<file path="src/rtl/q_calc_pkg.sv">
// -----------------------------------------------------------------------------
// q_calc_pkg
// Shared types and defaults for the Q_calculator round-robin arbiter.
//   arb_state_t     : arbiter FSM states
//   DEFAULT_WIDTH   : default operand/result width
//   DEFAULT_TIMEOUT : default WAIT-state cycle limit
// -----------------------------------------------------------------------------
package q_calc_pkg;

    typedef enum logic [1:0] {
        IDLE  = 2'd0,
        ISSUE = 2'd1,
        WAIT  = 2'd2,
        RESP  = 2'd3
    } arb_state_t;

    localparam int DEFAULT_WIDTH   = 16;
    localparam int DEFAULT_TIMEOUT = 64;

endpackage

</file>
<file path="src/rtl/rr_picker.sv">
// -----------------------------------------------------------------------------
// rr_picker
// Purely combinational round-robin selector: picks the first asserted request
// at or above i_ptr, wrapping from N-1 back to 0.
// Ports:
//   i_req     [N]         request vector
//   i_ptr     [clog2(N)]  highest-priority index this cycle
//   o_gnt     [N]         one-hot grant (all zero when no request)
//   o_gnt_idx [clog2(N)]  binary index of the grant
//   o_any                 at least one request is asserted
// -----------------------------------------------------------------------------
module rr_picker #(
    parameter int N = 4
) (
    input  logic [N-1:0]         i_req,
    input  logic [$clog2(N)-1:0] i_ptr,
    output logic [N-1:0]         o_gnt,
    output logic [$clog2(N)-1:0] o_gnt_idx,
    output logic                 o_any
);

    localparam int IW = $clog2(N);
    // One extra bit so ptr + offset cannot overflow before the wrap.
    localparam int SW = IW + 1;

    logic [SW-1:0] w_pos;

    always_comb begin
        o_gnt     = '0;
        o_gnt_idx = '0;
        o_any     = 1'b0;
        w_pos     = '0;
        for (int k = 0; k < N; k++) begin
            w_pos = {1'b0, i_ptr} + SW'(k);
            if (w_pos >= SW'(N)) begin
                w_pos = w_pos - SW'(N);
            end
            if (!o_any && i_req[w_pos[IW-1:0]]) begin
                o_any                  = 1'b1;
                o_gnt[w_pos[IW-1:0]]   = 1'b1;
                o_gnt_idx              = w_pos[IW-1:0];
            end
        end
    end

endmodule

</file>
<file path="src/rtl/q_calc_arbiter.sv">
// -----------------------------------------------------------------------------
// q_calc_arbiter
// Shares one external Q_calculator between NUM_REQ requesters. One transaction
// is in flight at a time: accept operands (IDLE), pulse the calculator
// (ISSUE), wait for its result or a timeout (WAIT), then hold the response
// until the granted requester takes it (RESP).
// Ports:
//   i_clk, i_rst            clock, synchronous active-high reset
//   i_req_valid/o_req_ready per-requester request handshake
//   i_req_a..i_req_d        per-requester signed operands [NUM_REQ][WIDTH]
//   o_rsp_valid/i_rsp_ready per-requester response handshake (valid one-hot)
//   o_rsp_q, o_rsp_err      shared result; err marks a timeout (q = 0)
//   o_calc_valid_in, o_calc_a..o_calc_d   to calculator
//   i_calc_q, i_calc_valid_out            from calculator
// -----------------------------------------------------------------------------
module q_calc_arbiter
    import q_calc_pkg::*;
#(
    parameter int WIDTH   = DEFAULT_WIDTH,
    parameter int NUM_REQ = 4,
    parameter int TIMEOUT = DEFAULT_TIMEOUT
) (
    input  logic                                   i_clk,
    input  logic                                   i_rst,
    input  logic        [NUM_REQ-1:0]              i_req_valid,
    output logic        [NUM_REQ-1:0]              o_req_ready,
    input  logic signed [NUM_REQ-1:0][WIDTH-1:0]   i_req_a,
    input  logic signed [NUM_REQ-1:0][WIDTH-1:0]   i_req_b,
    input  logic signed [NUM_REQ-1:0][WIDTH-1:0]   i_req_c,
    input  logic signed [NUM_REQ-1:0][WIDTH-1:0]   i_req_d,
    output logic        [NUM_REQ-1:0]              o_rsp_valid,
    input  logic        [NUM_REQ-1:0]              i_rsp_ready,
    output logic signed [WIDTH-1:0]                o_rsp_q,
    output logic                                   o_rsp_err,
    output logic                                   o_calc_valid_in,
    output logic signed [WIDTH-1:0]                o_calc_a,
    output logic signed [WIDTH-1:0]                o_calc_b,
    output logic signed [WIDTH-1:0]                o_calc_c,
    output logic signed [WIDTH-1:0]                o_calc_d,
    input  logic signed [WIDTH-1:0]                i_calc_q,
    input  logic                                   i_calc_valid_out
);

    localparam int IW = $clog2(NUM_REQ);
    localparam int CW = $clog2(TIMEOUT + 1);

    arb_state_t                r_state;
    logic        [IW-1:0]      r_ptr;
    logic        [IW-1:0]      r_gnt_idx;
    logic        [CW-1:0]      r_cnt;
    logic        [NUM_REQ-1:0] r_rsp_valid;
    logic signed [WIDTH-1:0]   r_rsp_q;
    logic                      r_rsp_err;
    logic                      r_calc_valid_in;
    logic signed [WIDTH-1:0]   r_calc_a;
    logic signed [WIDTH-1:0]   r_calc_b;
    logic signed [WIDTH-1:0]   r_calc_c;
    logic signed [WIDTH-1:0]   r_calc_d;

    logic [NUM_REQ-1:0] w_gnt;
    logic [IW-1:0]      w_gnt_idx;
    logic               w_any;
    logic               w_req_hs;
    logic               w_rsp_hs;

    rr_picker #(
        .N (NUM_REQ)
    ) u_picker (
        .i_req     (i_req_valid),
        .i_ptr     (r_ptr),
        .o_gnt     (w_gnt),
        .o_gnt_idx (w_gnt_idx),
        .o_any     (w_any)
    );

    // Ready is offered only in IDLE and never while reset is asserted, so no
    // request can be consumed by a cycle that is about to be wiped.
    assign w_req_hs = (r_state == IDLE) && !i_rst && w_any;
    assign w_rsp_hs = (r_state == RESP) && i_rsp_ready[r_gnt_idx];

    always_comb begin
        o_req_ready = '0;
        if (w_req_hs) begin
            o_req_ready = w_gnt;
        end
    end

    assign o_rsp_valid     = r_rsp_valid;
    assign o_rsp_q         = r_rsp_q;
    assign o_rsp_err       = r_rsp_err;
    assign o_calc_valid_in = r_calc_valid_in;
    assign o_calc_a        = r_calc_a;
    assign o_calc_b        = r_calc_b;
    assign o_calc_c        = r_calc_c;
    assign o_calc_d        = r_calc_d;

    always_ff @(posedge i_clk) begin
        if (i_rst) begin
            r_state         <= IDLE;
            r_ptr           <= '0;
            r_gnt_idx       <= '0;
            r_cnt           <= '0;
            r_rsp_valid     <= '0;
            r_rsp_q         <= '0;
            r_rsp_err       <= 1'b0;
            r_calc_valid_in <= 1'b0;
            r_calc_a        <= '0;
            r_calc_b        <= '0;
            r_calc_c        <= '0;
            r_calc_d        <= '0;
        end else begin
            case (r_state)
                IDLE: begin
                    if (w_req_hs) begin
                        r_gnt_idx       <= w_gnt_idx;
                        r_calc_a        <= i_req_a[w_gnt_idx];
                        r_calc_b        <= i_req_b[w_gnt_idx];
                        r_calc_c        <= i_req_c[w_gnt_idx];
                        r_calc_d        <= i_req_d[w_gnt_idx];
                        // Raised here so the pulse is visible during ISSUE.
                        r_calc_valid_in <= 1'b1;
                        r_state         <= ISSUE;
                    end
                end

                ISSUE: begin
                    r_calc_valid_in <= 1'b0;
                    r_cnt           <= '0;
                    r_state         <= WAIT;
                end

                WAIT: begin
                    // r_cnt holds the number of WAIT cycles already spent, so
                    // the TIMEOUT-th WAIT cycle is the last one. A result in
                    // that same cycle is tested first and therefore wins.
                    if (i_calc_valid_out) begin
                        r_rsp_q     <= i_calc_q;
                        r_rsp_err   <= 1'b0;
                        r_rsp_valid <= NUM_REQ'(1) << r_gnt_idx;
                        r_state     <= RESP;
                    end else if (r_cnt == CW'(TIMEOUT - 1)) begin
                        r_rsp_q     <= '0;
                        r_rsp_err   <= 1'b1;
                        r_rsp_valid <= NUM_REQ'(1) << r_gnt_idx;
                        r_state     <= RESP;
                    end else begin
                        r_cnt <= r_cnt + CW'(1);
                    end
                end

                RESP: begin
                    if (w_rsp_hs) begin
                        r_rsp_valid <= '0;
                        r_ptr       <= (r_gnt_idx == IW'(NUM_REQ - 1)) ? '0
                                                                       : r_gnt_idx + IW'(1);
                        r_state     <= IDLE;
                    end
                end

                default: r_state <= IDLE;
            endcase
        end
    end

endmodule

</file>
<file path="config.mk">
export PLATFORM = sky130hd
export DESIGN_NAME = q_calc_arbiter
export DESIGN_NICKNAME = d
export VERILOG_FILES = /design/src/rtl/q_calc_pkg.sv /design/src/rtl/rr_picker.sv /design/src/rtl/q_calc_arbiter.sv
export SDC_FILE = /design/constraint.sdc
export NUM_CORES = 1
export LEC_CHECK = 0
export ABC_AREA = 1
export CAP_MARGIN = 20
export CORE_AREA = 3 3 143 145
export DETAILED_ROUTE_END_ITERATION = 10
export DIE_AREA = 0 0 146 148
export HOLD_SLACK_MARGIN = 0.06
export PLACE_DENSITY = 0.73
export SLEW_MARGIN = 30
export SYNTH_ARGS = -nofsm -noshare
export SYNTH_HDL_FRONTEND = slang
export SYNTH_SLANG_ARGS = --single-unit
</file>
<file path="constraint.sdc">
create_clock -name i_clk -period 7 [get_ports i_clk]
set_clock_uncertainty 0.05 [all_clocks]
set_input_delay 1.75 -clock i_clk [delete_from_list [all_inputs] [get_ports i_clk]]
set_output_delay 1.75 -clock i_clk [all_outputs]
set_load 0.03 [all_outputs]
</file>
### Word-level counts from Yosys, hierarchy flattened

Cells that the tools add are included.

* register bits after elaboration: 99
* input port bits: 283
* output and inout port bits: 90
* word-level logic and storage cells: 137

* eq/ne operators: 10
* add/sub/neg operators: 9
* bitwise operators: 3
* multiplexer cells: 62
* shifts and indexed selects: 1
* $lt $le $gt $ge: 14
* reductions and logical operators: 26

Operator list (count)
* 16-bit binary-select mux with 2-bit select: 4
* 16-bit 2-to-1 mux: 6
* 4-bit 2-to-1 mux: 8
* 2-bit 2-to-1 mux: 13
* 2-bit by 3-bit less-than comparator with 1-bit output, second input constant: 6
* 1-bit 2-to-1 mux: 16
* 7-bit 2-to-1 mux: 2
* 7-bit case mux with 2 select lines: 1
* 4-bit OR: 3
* 1-bit binary-select mux with 2-bit select: 5
* 1-bit logical AND: 10
* 3-bit greater-or-equal comparator, second input constant: 3
* 3-bit AND reduction: 3
* 1-bit demux with 2-bit select: 4
* 2-bit by 1-bit greater-or-equal comparator with 1-bit output, second input constant: 4
* 2-bit inequality test, second input constant: 4
* 2-bit case mux with 4 select lines: 1
* 4-bit case mux with 2 select lines: 1
* 2-bit AND reduction: 4
* 2-bit nonzero test: 4
* 2-bit by 1-bit subtractor with 2-bit output, second input constant: 4
* 7-bit by 1-bit adder with 7-bit output, second input constant: 1
* 7-bit by 6-bit == test with 1-bit output, second input constant: 1
* 2-bit by 2-bit adder with 3-bit output, second input constant: 2
* 10 further kinds: 15

### Logic depth before layout (Yosys ltp)

Gate-level depths: netlist of the first run.

* depth after elaboration: 17
* mapped depth: 17
* depth with buffers taken out: 14

### By module

A second synthesis of the first run with hierarchy kept.

* cells, all modules: 940
* area total of the unflattened synthesis: 6002.0 um^2

By module, submodules not included
* q_calc_arbiter: instances 1, cells an instance 866, area an instance 5561.6 um^2, sequential area each 1981.9 um^2
* rr_picker: instances 1, cells an instance 74, area an instance 440.4 um^2, sequential area each 0.0 um^2

### Least setup slack after synthesis of the first run

Ideal clock, no wire load.

* kind: input -> output
* from: input i_req_valid[3]
* to: output o_req_ready[0]
* data arrival time: 3034 ps
* stages on the path: 12
* path buffers: 2
* data required time: 5200 ps
* path slack: 2166 ps
* path through: inv_1 > nand2_1 > nand3_2 > nand2_4 > nor2_4 > nand3_1 > buf_6 > nand3_4 > inv_2 > buf_2 > nand2_1 > inv_1

* longest elaborated chain between the ends: 14
* elaborated cells between the ends (all ways): 27
* those cells by class: 17 x mux; 3 x bitwise; 7 x reduce/logical

Ends and longest elaborated chain
* from (decl): RTL line q_calc_arbiter.sv:25 `input logic [NUM_REQ-1:0] i_req_valid,`
* 1-bit binary-select mux with 2-bit select: RTL line rr_picker.sv:38 `if (!o_any && i_req[w_pos[IW-1:0]]) begin`
* 1-bit 2-to-1 mux (not written as such): RTL line rr_picker.sv:38
* 1-bit 2-to-1 mux: RTL line rr_picker.sv:38
* 1-bit logical NOT: RTL line rr_picker.sv:38
* 1-bit logical AND: RTL line rr_picker.sv:38
* 1-bit 2-to-1 mux: RTL line rr_picker.sv:38
* 1-bit logical NOT: RTL line rr_picker.sv:38
* 1-bit logical AND: RTL line rr_picker.sv:38
* 1-bit 2-to-1 mux: RTL line rr_picker.sv:38
* 1-bit logical NOT: RTL line rr_picker.sv:38
* 1-bit logical AND: RTL line rr_picker.sv:38
* 1-bit 2-to-1 mux: RTL line rr_picker.sv:38
* 1-bit logical AND: RTL line q_calc_arbiter.sv:78 `assign w_req_hs = (r_state == IDLE) && !i_rst && w_any;`
* 4-bit 2-to-1 mux *: RTL line q_calc_arbiter.sv:83 `if (w_req_hs) begin`
* to (decl): RTL line q_calc_arbiter.sv:26 `output logic [NUM_REQ-1:0] o_req_ready,`

Every way passes the cells marked *; elsewhere a longest branch is shown, timed or not. The select of a mux whose other input is x is not followed.

### Worst setup path in the final report of the first run

* from: input i_req_valid[0]
* to: output o_req_ready[0]

The elaborated chain is that of the path after synthesis.

==> run metrics, run 1 <==
synth warn=0; dpl hpwl=20,400 um; Slew HR=0.322; TritonCTS Buffers=9; worst skew pair latency=0.36 ns; P_leak=5.30 nW; filler cell count=1,913; synth top area cells=dfxtp_1 29%, nand2_1 24%, inv_1 9.4%; Final Cycle Share=0.778; most frequent cell after synthesis=nand2_1; synth unique cells=34; sequential element share of the synthesized area=0.286; Synth Net Count=1,472; Place WS=1.54 ns; cts hold-fix bufs=0; top-area cell type share of the netlist area=0.286; M3 GR Usage=0.0714; Post-synth EDFFs=0; Routed WL per cell=15.9 um; TNS Setup=0 ns; CTS tree=done; GR Overflow Total=0; async set-reset flop share out of synthesis=0; global-route wire length before repair=43,200 um; number of global-route vias before repair=7,963; H-tree levels=3; Period minus WS final=5.45 ns; # setup viols final=0; Initial Utilization=0.359; worst slew pin tran=1.02 ns; GRT Total Usage=0.246; Worst Hold Class=reg -> reg; cts repair resizes=0; cell area after synthesis=0.00694 sq mm; RSZ-0062 raised after global routing=no; critical path fanouts, max=28; core area=0.0193 sq mm; Top Ports=373; Setup CP Type=in -> out; Synth Flop Type=dfxtp_1; Area Overhead vs Synth=58.8%; Clock Path Buffers=2; share of cells above drive strength 1=0.0348; drt via density=4.91; Max VDD drop=0.179 mV; Final Hold Viols=0; Routed WL=28,000 um; clock sink count=99; hold_ws=0.403 ns; synth cell count leaders=443 x nand2_1, 174 x inv_1, 122 x nand3_1; die width=146 um; crit end category=primary output; final core occ=0.570; register bit count reported by yosys=99; die area=0.0216 sq mm; run status=complete, no violations; area of the multi-input gates=0.00391 sq mm; biggest area consumer among synthesized cells=dfxtp_1; largest net degree at the start of global routing=91; clock slew at reported path FFs=0.07 ns; port bufs=372; Gate Count Post-Synth=1,172; Max Cap Viol=0; Layout Cells excl Fill=1,760; Sequential cell area=0.00198 sq mm; Post-CTS Setup Bufs=0; chip height=148 um; busiest grt layer=met2; max-slew violation count=0; vias post-DR=8,644; met2 Usage GRT=0.424; Required @ worst endpoint=5.20 ns; Placer Congestion=0.892; Rows=51; met1 Use GR=0.301; CP arrival=3.65 ns; initial antenna violation count=2; drc violations=0; f_max=0.184 GHz; fin nets=1,788; Root Buffer=clkbuf_16; setup slack after layout=1.55 ns; 1st-iter DRT viols=400; pwr dens=306 mW/mm^2; Placed Cells=1,742; DRT Pass-1 Iters=5; antenna-violating nets left=0; synthesized area per cell=5.92 sq um; CP Launch Type=input port
## registers in the layout, summed over array words and instances, names as in the netlist
name	flops
o_calc_a	16
o_calc_b	16
o_calc_c	16
o_calc_d	16
o_calc_valid_in	1
o_rsp_err	1
o_rsp_q	16
o_rsp_valid	4
r_cnt	7
r_gnt_idx	2
r_ptr	2
r_state	2
## cell usage in the layout, fill, tap and decap left out, drive strengths merged
cell type,count
a21oi,34
buf,12
or2,1
clkdlybuf4s50,368
nand2,452
o22ai,2
diode,2
nor2,32
a211oi,2
dfxtp,99
clkinv,6
clkbuf,9
ha,17
nand3,126
nand4,83
inv,182
a22oi,3
a221oi,1
xor2,1
o211ai,26
o21ai,33
a21boi,1
nor3,3
## metal layers
| metal | routed length, um | up-vias | share of wire |
|---|---|---|---|
| met5 | 0 | - | 0 |
| met4 | 548 | 0 | 0.020 |
| met3 | 2330 | 34 | 0.083 |
| met2 | 13800 | 346 | 0.49 |
| met1 | 11300 | 3904 | 0.40 |
| li1 | - | 4360 | - |
## worst paths after layout
path | from | endpoint | slack (ns) | depth (start not counted)
worst max-delay path | i_req_valid[0] | o_req_ready[0] | 1.55 | 12
worst min-delay path | o_calc_a[7]$_SDFFE_PP0P_ | o_calc_a[7]$_SDFFE_PP0P_ | 0.40 | 2
worst max register to register | r_ptr[0]$_SDFFE_PP0P_ | o_calc_a[13]$_SDFFE_PP0P_ | 2.78 | 14
worst min register to register | o_calc_a[7]$_SDFFE_PP0P_ | o_calc_a[7]$_SDFFE_PP0P_ | 0.40 | 2
## cell families after synthesis
family                     Yosys count  share of synthesized area
AOI/OAI and AO/OA                  102                     0.0866
xor gates and xnor gates             1                    0.00126
adders and majority gates           17                     0.0307
buffers and inverters              256                      0.155
DFF                                 99                      0.286
and+or+nand+nor                    697                      0.441
## power breakdown
part	total, mW	internal [mW]	switching (mW)
clock network	0.532	0.259	0.273
registers	0.848	0.740	0.108
logic	1.99	0.746	1.24
## stage by stage
step | cell area [sq um] | total power [mW]
2_1_floorplan | 6940 | 2.11
5_1_grt | 11000 | 3.61
4_1_cts | 11000 | 3.39
6_report | 11000 | 3.37
3_3_place_gp | 10700 | 2.84
3_5_place_dp | 10700 | 2.85
## critical path, cell delays in order
cell and delay, ns:
clkdlybuf4s50_1 0.50, nand2_1 0.08, nand2_1 0.14, nand2_1 0.07, nand2_2 0.12, inv_1 0.09
nand3_4 0.10, nand3_4 0.07, inv_2 0.40, nand2_1 0.11, inv_1 0.07, buf_4 0.15
## area by class of cell
type,count,share of cell area
antenna,2,0.000454
clock buffer,9,0.0204
clock inverter,7,0.00829
inverter,181,0.0622
multi-input combinational,817,0.355
sequential,99,0.180
tap,265,0.0301
timing repair buffer,380,0.344
No activity file was read; power rests on OpenSTA's default activity.
==> run 2, diff against run 1 <==
--- a/config.mk
+++ b/config.mk
@@ -7,11 +7,11 @@
 export LEC_CHECK = 0
 export ABC_AREA = 1
 export CAP_MARGIN = 20
-export CORE_AREA = 3 3 143 145
+export CORE_AREA = 3 3 144 146
 export DETAILED_ROUTE_END_ITERATION = 10
-export DIE_AREA = 0 0 146 148
+export DIE_AREA = 0 0 147 149
 export HOLD_SLACK_MARGIN = 0.06
-export PLACE_DENSITY = 0.73
+export PLACE_DENSITY = 0.72
 export SLEW_MARGIN = 30
 export SYNTH_ARGS = -nofsm -noshare
 export SYNTH_HDL_FRONTEND = slang
==> constraint.sdc (replaced) <==
create_clock -name i_clk -period 5.2 [get_ports i_clk]
set_clock_uncertainty 0.05 [all_clocks]
set_input_delay 1.3 -clock i_clk [delete_from_list [all_inputs] [get_ports i_clk]]
set_output_delay 1.3 -clock i_clk [all_outputs]
set_load 0.03 [all_outputs]
==> run metrics, run 2 (same netlist as run 1, synthesis figures left out) <==
run status=complete, no violations; commonest non-fill, non-tap cell in the layout=nand2_1; Worst Hold Class=reg -> reg; filler cell count=1,936; die area=0.0219 sq mm; fin nets=1,795; f_max=0.221 GHz; TNS Setup=0 ns; P_leak=5.34 nW; M1 WL=11,500 um; share of cells above drive strength 1=0.0387; clock sink count=99; worst skew pair latency=0.36 ns; Max Cap Viol=0; 1st-iter DRT viols=520; cts hold-fix bufs=0; largest net degree at the start of global routing=82; CTS tree=done; met2 WL=13,100 um; R2R Setup Slk=1.29 ns; Setup CP Type=in -> out; Clock Path Buffers=2; Routed WL=28,300 um; Slew HR=0.358; vias post-DR=8,625; antenna-violating nets left=0; Rows=51; max-slew violation count=0; critical path fanouts, max=28; Final Hold Viols=0; Reg2Reg Depth=16; global-route wire length before repair=43,600 um; GRT Total Usage=0.246; Top Ports=373; CP arrival=3.18 ns; worst slew pin tran=0.963 ns; Placer Congestion=0.930; drc violations=0; Routed WL per cell=16.0 um; port bufs=372; die width=147 um; crit end category=primary output; uppermost layer routed=met4; Initial Utilization=0.355; hold path depth=2; GR Overflow Total=0; commonest non-fill, non-tap cells in the layout=443 x nand2_1, 368 x clkdlybuf4s50_1, 174 x inv_1, 121 x nand3_1, 99 x dfxtp_1; core area=0.0195 sq mm; Root Buffer=clkbuf_16; clock slew at reported path FFs=0.08 ns; Period minus WS final=4.53 ns; cts repair resizes=0; TritonCTS Buffers=9; Area Overhead vs Synth=59.8%; RSZ-0062 raised after global routing=no; DRT Pass-1 Iters=5; drt via density=4.88; total power draw=4.58 mW; pwr dens=413 mW/mm^2; hold_ws=0.404 ns; H-tree levels=3; Required @ worst endpoint=3.85 ns; Final Cycle Share=0.871; dpl hpwl=20,700 um; Post-CTS Setup Bufs=0; chip height=149 um; number of global-route vias before repair=8,093; initial antenna violation count=1; CP Launch Type=input port; Max VDD drop=0.180 mV; DR WL met3=2550 um; # setup viols final=0
==> run 2: stage by stage <==
step	cell area [sq um]	instances	util	setup WS, ns
after floorplan	6940	1172	-	1.27
after global placement	10800	1749	0.551	0.708
after detailed placement	10800	1749	0.551	0.626
after CTS	11100	1765	0.568	0.674
after global routing	11100	1766	0.568	0.490
final	11100	1766	0.568	0.668
==> run 2: path summary, 6_finish.rpt <==
path,startpoint,end
max,i_req_valid[0],o_req_ready[3]
min reg2reg,o_calc_d[4]$_SDFFE_PP0P_,o_calc_d[4]$_SDFFE_PP0P_
max reg2reg,r_ptr[0]$_SDFFE_PP0P_,o_calc_a[1]$_SDFFE_PP0P_
min,o_calc_d[4]$_SDFFE_PP0P_,o_calc_d[4]$_SDFFE_PP0P_
==> run 2: routing by layer <==
metal / track usage / vias up
li1: - / 4371
met1: 0.309 / 3819
met2: 0.398 / 379
met3: 0.0723 / 56
met4: 0.0997 / 0
met5: 0 / -
==> run 2: report_power, final <==
part | internal [mW] | leakage, nW | total, mW | switching, mW
logic | 1.03 | 4.37 | 2.73 | 1.70
registers | 0.996 | 0.811 | 1.13 | 0.135
clock network | 0.354 | 0.157 | 0.719 | 0.365
total | 2.38 | 5.34 | 4.58 | 2.20
==> run 2: worst max-delay path, cell delays in order <==
cell and delay [ns]:
clkdlybuf4s50_1 0.51, nand2_1 0.08, nand2_1 0.15, nand2_1 0.07
nand2_2 0.11, inv_1 0.08, nand3_4 0.09, nand3_4 0.07
inv_2 0.38, nand2_1 0.10, inv_1 0.07, buf_4 0.15
==> run 2: area by class of cell <==
type,instances,area (sq um),area share
Clock inverter,7,98.8,0.00891
Multi-Input combinational cell,817,3910,0.353
Timing Repair Buffer,387,3850,0.347
Tap cell,265,332,0.0299
Inverter,181,684,0.0617
Sequential cell,99,1980,0.179
Antenna cell,1,2.50,0.000226
Clock buffer,9,225,0.0203
==> run 3, diff against run 2 <==
--- a/config.mk
+++ b/config.mk
@@ -7,11 +7,13 @@
 export LEC_CHECK = 0
 export ABC_AREA = 1
 export CAP_MARGIN = 20
-export CORE_AREA = 3 3 144 146
+export CELL_PAD_IN_SITES_DETAIL_PLACEMENT = 1
+export CELL_PAD_IN_SITES_GLOBAL_PLACEMENT = 1
+export CORE_MARGIN = 3
+export CORE_UTILIZATION = 26
 export DETAILED_ROUTE_END_ITERATION = 10
-export DIE_AREA = 0 0 147 149
 export HOLD_SLACK_MARGIN = 0.06
-export PLACE_DENSITY = 0.72
+export PLACE_DENSITY = 0.82
 export SLEW_MARGIN = 30
 export SYNTH_ARGS = -nofsm -noshare
 export SYNTH_HDL_FRONTEND = slang
==> run metrics, run 3 (same netlist as run 1, synthesis figures left out) <==
critical path fanouts, max=24; crit-path leading delay family=simple AND/OR/NAND/NOR gates; clock slew at reported path FFs=0.08 ns; total power draw=4.63 mW; initial antenna violation count=5; port bufs=372; Max Cap Viol=0; max-slew violation count=0; antenna-violating nets left=0; Top Ports=373; Final Hold Viols=0; f_max=0.218 GHz; Worst Hold Class=reg -> reg; vias post-DR=8,834; Setup CP Type=in -> out; TNS Setup=0 ns; Routed WL=31,600 um; Buf+Inv Stages, Crit Path=5; # setup viols final=0; drt via density=4.79; global-route wire length before repair=48,000 um; drc violations=0; die area=0.0287 sq mm; Slowest-stage cell, CP=clkdlybuf4s50_1; H-tree levels=3; CP arrival=3.24 ns; TritonCTS Buffers=9; P_leak=5.33 nW; clock sink count=99; Clock Path Buffers=2; 1st-iter DRT viols=357; chip height=169 um; Rows=59; crit end category=primary output; number of global-route vias before repair=8,917; commonest non-fill, non-tap cells in the layout=443 x nand2_1, 368 x clkdlybuf4s50_1, 174 x inv_1, 121 x nand3_1, 99 x dfxtp_1; Period minus WS final=4.59 ns; run status=complete, no violations; R2R Setup Slk=1.47 ns; RSZ-0062 raised after global routing=no; Routed WL per cell=17.1 um; GR Overflow Total=0; Placer Congestion=0.890; worst stage delay on the critical path=0.44 ns; Initial Utilization=0.265; cts repair resizes=0; Required @ worst endpoint=3.85 ns; Max VDD drop=0.207 mV; crit path cell chain=clkdlybuf4s50_1 -> inv_1 -> nand2_1 -> nand3_1 -> nand2_2 -> nor2_4 -> nand3_4 -> nand3_4 -> inv_2 -> nand2_1 -> inv_1 -> buf_4; largest net degree at the start of global routing=80; CTS tree=done; commonest non-fill, non-tap cell in the layout=nand2_1; worst slew pin tran=0.965 ns; pwr dens=414 mW/mm^2; fin nets=1,798; DRT Pass-1 Iters=4; worst skew pair latency=0.36 ns; Post-CTS Setup Bufs=0; die width=169 um; GRT Total Usage=0.209; CP Launch Type=input port; share of cells above drive strength 1=0.0406; Root Buffer=clkbuf_16; core area=0.0261 sq mm; Area Overhead vs Synth=61.1%; Slew HR=0.356; Final Cycle Share=0.883; cts hold-fix bufs=0; dpl hpwl=24,000 um
==> run 3: cell count changes in the layout (fill, tap and decap cells not counted), sizes merged <==
cell / previous run / this run
diode: 1 / 6
buf: 19 / 22
clkinv: 5 / 4
clkinvlp: 0 / 1
==> run 3: layout make-up <==
type	count	area [sq um]
Clock inverter	7	77.6
Antenna cell	6	15.0
Multi-Input combinational cell	817	3910
Tap cell	335	419
Timing Repair Buffer	390	3860
Inverter	181	684
Sequential cell	99	1980
Clock buffer	9	225
Fill cell	3370	15000
==> run 3: path summary, 6_finish.rpt <==
path	end	startpoint	cells after the start
max	o_req_ready[2]	i_req_valid[2]	12
min	o_calc_a[5]$_SDFFE_PP0P_	o_calc_a[5]$_SDFFE_PP0P_	2
max reg2reg	o_calc_b[4]$_SDFFE_PP0P_	r_ptr[0]$_SDFFE_PP0P_	14
min reg2reg	o_calc_a[5]$_SDFFE_PP0P_	o_calc_a[5]$_SDFFE_PP0P_	2
==> run 3: power by group <==
| part | total [mW] | internal, mW | switching, mW |
|---|---|---|---|
| clock network | 0.710 | 0.345 | 0.365 |
| registers | 1.14 | 0.996 | 0.146 |
| logic | 2.78 | 1.03 | 1.75 |
| total | 4.63 | 2.37 | 2.26 |
==> run 3: metal layers <==
layer / up-vias / part of all wire / track usage
li1: 4383 / - / -
met1: 4100 / 0.43 / 0.254
met2: 300 / 0.47 / 0.356
met3: 49 / 0.071 / 0.0564
met4: 2 / 0.029 / 0.0743
met5: - / 0.00032 / 0
==> run 3: tightest hold or removal path: stages, from the launching register on <==
cell and delay [ns]:
dfxtp_1 0.31, nand2_1 0.06, nand2_1 0.05
==> run 3: metrics by stage <==
step / setup slack [ns] / utilization / cells / cell area [sq um] / hold WS [ns]
final: 0.611 / 0.428 / 1844 / 11200 / 0.405
after global routing: 0.441 / 0.427 / 1841 / 11200 / 0.423
after CTS: 0.594 / 0.427 / 1838 / 11200 / 0.407
after detailed placement: 0.607 / 0.416 / 1822 / 10900 / 0.390
after global placement: 0.723 / 0.416 / 1822 / 10900 / 0.386
after floorplan: 1.27 / - / 1172 / 6940 / 0.373
